## src/rtl/max_pooling_stream.sv

```systemverilog
// Streaming 2x2 / stride-2 max-pool with a half-row line buffer and valid/ready on both sides.
// Optional fused ReLU on the output load when MAXPOOL_RELU_EN is defined.
module max_pooling_stream #(
   parameter int unsigned DATA_BITS = 32,
   parameter int unsigned CH        = 4,
   parameter int unsigned H         = 46,
   parameter int unsigned W         = 46,
   parameter int unsigned SIGNED    = 1
) (
   input  logic                    clk,
   input  logic                    reset_n,
   input  logic [CH*DATA_BITS-1:0] in_data,
   input  logic                    in_valid,
   output logic                    in_ready,
   output logic [CH*DATA_BITS-1:0] out_data,
   output logic                    out_valid,
   input  logic                    out_ready,
   output logic                    out_last,
   output logic                    frame_done
);

   localparam int unsigned DW       = CH * DATA_BITS;
   localparam int unsigned CW       = $clog2(W);
   localparam int unsigned RW       = $clog2(H);
   localparam int unsigned LB_DEPTH = W / 2;
   localparam int unsigned LBW      = (LB_DEPTH > 1) ? $clog2(LB_DEPTH) : 1;
   localparam int unsigned W_EVEN   = 2 * (W / 2);
   localparam int unsigned H_EVEN   = 2 * (H / 2);
   // Flipping the MSB maps two's-complement order onto unsigned order.
   localparam logic [DATA_BITS-1:0] SIGN_FLIP =
      (SIGNED != 0) ? {1'b1, {(DATA_BITS-1){1'b0}}} : '0;

   function automatic logic [DW-1:0] vmax(input logic [DW-1:0] a, input logic [DW-1:0] b);
      logic [DW-1:0]        r;
      logic [DATA_BITS-1:0] ak;
      logic [DATA_BITS-1:0] bk;
      r = '0;
      for (int unsigned k = 0; k < CH; k++) begin
         ak = a[k*DATA_BITS +: DATA_BITS];
         bk = b[k*DATA_BITS +: DATA_BITS];
         r[k*DATA_BITS +: DATA_BITS] = ((ak ^ SIGN_FLIP) >= (bk ^ SIGN_FLIP)) ? ak : bk;
      end
      return r;
   endfunction

   function automatic logic [DW-1:0] out_fmt(input logic [DW-1:0] v);
      logic [DW-1:0] r;
      r = v;
`ifdef MAXPOOL_RELU_EN
      for (int unsigned k = 0; k < CH; k++) begin
         if ((SIGNED != 0) && v[k*DATA_BITS + DATA_BITS - 1]) begin
            r[k*DATA_BITS +: DATA_BITS] = '0;
         end
      end
`endif
      return r;
   endfunction

   logic [CW-1:0]  col_q, col_d;
   logic [RW-1:0]  row_q, row_d;
   logic [DW-1:0]  hold_q, hold_d;
   logic [DW-1:0]  out_data_q, out_data_d;
   logic           out_valid_q, out_valid_d;
   logic           out_last_q, out_last_d;
   logic           frame_done_q, frame_done_d;

   logic [DW-1:0]  lb_q [LB_DEPTH];
   logic           lb_we_c;
   logic [LBW-1:0] lb_idx_c;
   logic [DW-1:0]  lb_wdata_c;

   logic accept_c;
   logic pop_c;
   logic in_win_c;
   logic last_col_c;
   logic last_row_c;

   assign in_ready   = !out_valid_q || out_ready;
   assign accept_c   = in_valid && in_ready;
   assign pop_c      = out_valid_q && out_ready;
   assign in_win_c   = (32'(col_q) < W_EVEN) && (32'(row_q) < H_EVEN);
   assign last_col_c = (col_q == CW'(W - 1));
   assign last_row_c = (row_q == RW'(H - 1));

   // Position counters, pooling datapath and output handshake.
   always_comb begin
      col_d        = col_q;
      row_d        = row_q;
      hold_d       = hold_q;
      out_data_d   = out_data_q;
      out_valid_d  = out_valid_q;
      out_last_d   = out_last_q;
      frame_done_d = 1'b0;
      lb_we_c      = 1'b0;
      lb_idx_c     = LBW'(col_q >> 1);
      lb_wdata_c   = vmax(hold_q, in_data);

      if (pop_c) begin
         out_valid_d = 1'b0;
         out_last_d  = 1'b0;
      end

      if (accept_c) begin
         if (last_col_c) begin
            col_d        = '0;
            row_d        = last_row_c ? '0 : row_q + RW'(1);
            frame_done_d = last_row_c;
         end else begin
            col_d = col_q + CW'(1);
         end

         if (in_win_c) begin
            unique case ({row_q[0], col_q[0]})
               2'b00: hold_d  = in_data;
               2'b01: lb_we_c = 1'b1;
               2'b10: hold_d  = vmax(lb_q[lb_idx_c], in_data);
               2'b11: begin
                  out_data_d  = out_fmt(vmax(hold_q, in_data));
                  out_valid_d = 1'b1;
                  out_last_d  = (row_q == RW'(H_EVEN - 1)) && (col_q == CW'(W_EVEN - 1));
               end
               default: ;
            endcase
         end
      end
   end

   always_ff @(posedge clk or negedge reset_n) begin
      if (!reset_n) begin
         col_q        <= '0;
         row_q        <= '0;
         hold_q       <= '0;
         out_data_q   <= '0;
         out_valid_q  <= 1'b0;
         out_last_q   <= 1'b0;
         frame_done_q <= 1'b0;
      end else begin
         col_q        <= col_d;
         row_q        <= row_d;
         hold_q       <= hold_d;
         out_data_q   <= out_data_d;
         out_valid_q  <= out_valid_d;
         out_last_q   <= out_last_d;
         frame_done_q <= frame_done_d;
      end
   end

   // Line buffer holds even-row pair maxima; always written before the odd row reads it.
   always_ff @(posedge clk) begin
      if (lb_we_c) begin
         lb_q[lb_idx_c] <= lb_wdata_c;
      end
   end

   assign out_data   = out_data_q;
   assign out_valid  = out_valid_q;
   assign out_last   = out_last_q;
   assign frame_done = frame_done_q;

endmodule
```

## config.mk

```make
export PLATFORM = sky130hd
export DESIGN_NAME = max_pooling_stream
export DESIGN_NICKNAME = d
export VERILOG_FILES = /design/src/rtl/max_pooling_stream.sv
export SDC_FILE = /design/constraint.sdc
export NUM_CORES = 2
export LEC_CHECK = 0
export CAP_MARGIN = 25
export CORE_MARGIN = 2
export CORE_UTILIZATION = 35
export CTS_BUF_LIST = sky130_fd_sc_hd__clkbuf_16
export DETAILED_ROUTE_END_ITERATION = 10
export PLACE_DENSITY = 0.5
export SLEW_MARGIN = 0
export SYNTH_ARGS = -nofsm -noshare
export SYNTH_HDL_FRONTEND = slang
export SYNTH_SLANG_ARGS = --single-unit
```

## constraint.sdc

```tcl
create_clock -name clk -period 17 [get_ports clk]
set_input_delay 1.7 -clock clk [delete_from_list [all_inputs] [get_ports clk]]
set_output_delay 1.7 -clock clk [all_outputs]
set_load 0.02 [all_outputs]
```

==> results.py <==
metrics = {
    "grt": {
        "grt_overflow": 0,
        "grt_max_degree": 143,
        "track_usage_pct": 19.2,
        "grt_first_pass_wirelength_mm": 527,
        "grt_pass1_vias": 70675,
        "antenna_found_initial": 11,
    },
    "sta": {
        "setup_tns_ns": 0,
        "finalCriticalPeriod_ns": 7.34,
        "fmax_mhz": 136,
        "tightest_slew_ns": 1.12,
        "setup_violations": 0,
        "post-route-period-util_pct": 43.2,
        "finalHoldViolCount": 0,
        "skew_ns": 0.0613,
        "max-slew-margin-rel_pct": 25.1,
        "rsz0062_at_grt": "no",
        "report.final.slew_viol_count": 0,
    },
    "detailed_routing": {
        "initialDrtViolationCount": 6301,
        "antenna_left": 0,
        "routedWlPerCell_um": 29.2,
        "dr.pass1.iters": 6,
        "vias": 68257,
        "drt_wl_total_mm": 368,
        "drc": 0,
        "vias_per_cell": 5.43,
    },
    "setup_path": {
        "critPathMaxFanout": 142,
        "crit_chain": "buf_4 > buf_12 > buf_4 > mux4_2 > a22oi_1 > nand3_1 > ha_1 > nand4_1 > nor4_1 > a22oi_1 > a31oi_1 > a31oi_4 > buf_4 > mux2i_1 > o21ai_1",
        "crit_path_start_kind": "flip-flop",
        "cpMostUsedCell": "buf_4",
        "crit_family": "buffers and inverters",
        "max_stage_delay_ns": 0.81,
        "end_kind": "flip-flop",
        "cp_slowest_cell": "buf_4",
        "crit_type": "flip-flop to flip-flop",
        "critPathRequiredTime_ns": 17.74,
        "path_buf_inv": 4,
        "arrival_ns": 8.08,
    },
    "placement": {
        "gp_congestion": 0.782,
        "numPortBuffers": 263,
        "dp_hpwl_mm": 204,
    },
    "synth": {
        "netlist_top_cells_area": "edfxtp_1, mux4_2, dfrtp_1",
        "ys_warn_count": 0,
        "synthCells": 6906,
        "yosys.area_share.simple_pct": 3.12,
        "yosysMostFrequentCell": "edfxtp_1",
        "synth_nets": 7298,
        "synth_edf_count": 2944,
        "synth_top_family_by_area": "multiplexers",
        "synth_async_sr_flop_share_pct": 8.43,
        "synth_compound_area_share_pct": 4.10,
        "synth_area_sq_um": 131000,
        "ys_types": 62,
        "synth_top_cell_area_share_pct": 67.6,
        "synthMuxAreaShare_pct": 15.8,
        "ys_seq_elements": 3215,
        "synth_xor_area_share_pct": 0.0268,
        "yosysSeqAreaShare_pct": 72.8,
        "synth_adder_area_share_pct": 2.49,
        "syn_area_per_cell_sq_um": 18.9,
        "synth_top_flop_cell": "edfxtp_1",
        "synth_top_cells_by_count": "edfxtp_1, mux4_2, nand2_1",
        "synth_top_area_cell": "edfxtp_1",
    },
    "power_and_ir_drop": {
        "total_power_mw": 25.9,
        "peakVddDrop_uv": 105,
        "power.density_nw_per_um2": 171,
        "leakagePower_nw": 50.7,
    },
    "min_path": {
        "hp-class": "flip-flop to flip-flop",
    },
    "finish": {
        "nFillCells": 33337,
        "drive_gt1_share_pct": 20.0,
        "syn2layout_area_growth_pct": 15.5,
        "multi_input_area_sq_um": 33700,
        "nNetsFinal": 7697,
        "post-route-util_pct": 40.6,
        "final-seq-area_sq_um": 95200,
    },
    "clock_tree": {
        "cts_setup_buffers": 0,
        "hold_buffers": 0,
        "cts_tree": "yes",
        "cts_buffers": 356,
        "cts.sinks": 3215,
        "ctsResizeCount": 0,
        "path_clk_slew_ns": 0.06,
        "cts-root-buf": "clkbuf_16",
        "worstSkewPairLatency_ns": 0.94,
        "h-tree-depth": 5,
        "cts_buffer_depth": 4,
    },
    "floorplanning": {
        "initial_core_util_pct": 35.1,
        "dieHeight_um": 615,
        "core-area_sq_um": 372000,
        "num_rows": 224,
        "dieArea_sq_um": 378000,
        "die_w_um": 615,
        "ios": 264,
    },
    "flow_run": {
        "drv_cap": 0,
    },
    "outcome": {
        "outcome": "finished clean",
    },
}
-- placed cells by master, fill, tap and decap left out, drive strengths merged, types with 90 or more instances in the layout --
cell | netlist | layout
edfxtp | 2944 | 2944
mux4 | 640 | 640
nand3 | 205 | 205
dfrtp | 271 | 271
clkinv | 0 | 158
clkbuf | 181 | 360
mux2 | 352 | 352
clkdlybuf4s50 | 0 | 262
a22oi | 289 | 289
mux2i | 221 | 221
a21oi | 90 | 90
nand2 | 481 | 481
buf | 199 | 159
o21ai | 238 | 238
ha | 260 | 260
inv | 132 | 228
-- flip-flops by register name, summed over array words and instances (netlist names) --
signal and flops:
lb_q 2944, hold_q 128, out_data 128, col_q 6, row_q 6, frame_done 1, out_last 1, out_valid 1
-- per-stage QoR --
stage	worst slack, ns	hold WS (ns)	cells	cell area (sq um)
4_1_cts	9.55	0.508	12558	151000
3_5_place_dp	9.57	0.495	11912	140000
5_1_grt	9.16	0.515	12567	151000
6_report	9.66	0.502	12571	151000
2_1_floorplan	8.07	0.473	6906	131000
3_3_place_gp	9.40	0.489	11907	140000
-- per-layer routing --
metal	part of all wire, %	GRT usage, %
met1	45	27.2
met2	48	31.7
met3	4.6	2.47
met4	1.9	3.90
met5	0	0
-- where the power goes --
group          switching [mW]  total [mW]  leakage [nW]  internal, mW
registers               0.323        10.5          29.9          10.2
clock network            3.18        7.33          5.75          4.16
logic                    4.95        7.98          15.0          3.03
-- final timing paths --
kind | startpoint | end | slack (ns) | depth (start not counted)
worst max-delay path | col_q[2] | hold_q[48] | 9.66 | 15
worst min-delay path | out_data[33] | out_data[33] | 0.50 | 1
worst max register to register | col_q[2] | hold_q[48] | 9.66 | 15
worst min register to register | out_data[33] | out_data[33] | 0.50 | 1
max in group asynchronous | reset_n | hold_q[17] | 14.12 | 3
min in group asynchronous | reset_n | out_data[85] | 0.77 | 1
-- cells by family after synthesis --
logic type	Yosys count
AND/OR/NAND/NOR	897
flip-flops	3215
XOR/XNOR	4
adder cells (fa/ha/maj)	260
multiplexers	1213
AO/OA/AOI/OAI	805
buffers and inverters	512
-- cell type report --
type | instances | share of cell area, %
Clock buffer | 360 | 5.97
Sequential cell | 3215 | 63.1
Multi-Input combinational cell | 3179 | 22.3
Tap cell | 4972 | 4.12
Antenna cell | 6 | 0.00994
Clock inverter | 286 | 1.37
Timing Repair Buffer | 421 | 2.81
Inverter | 132 | 0.328
Note: power is estimated with default switching activity, not from simulation.
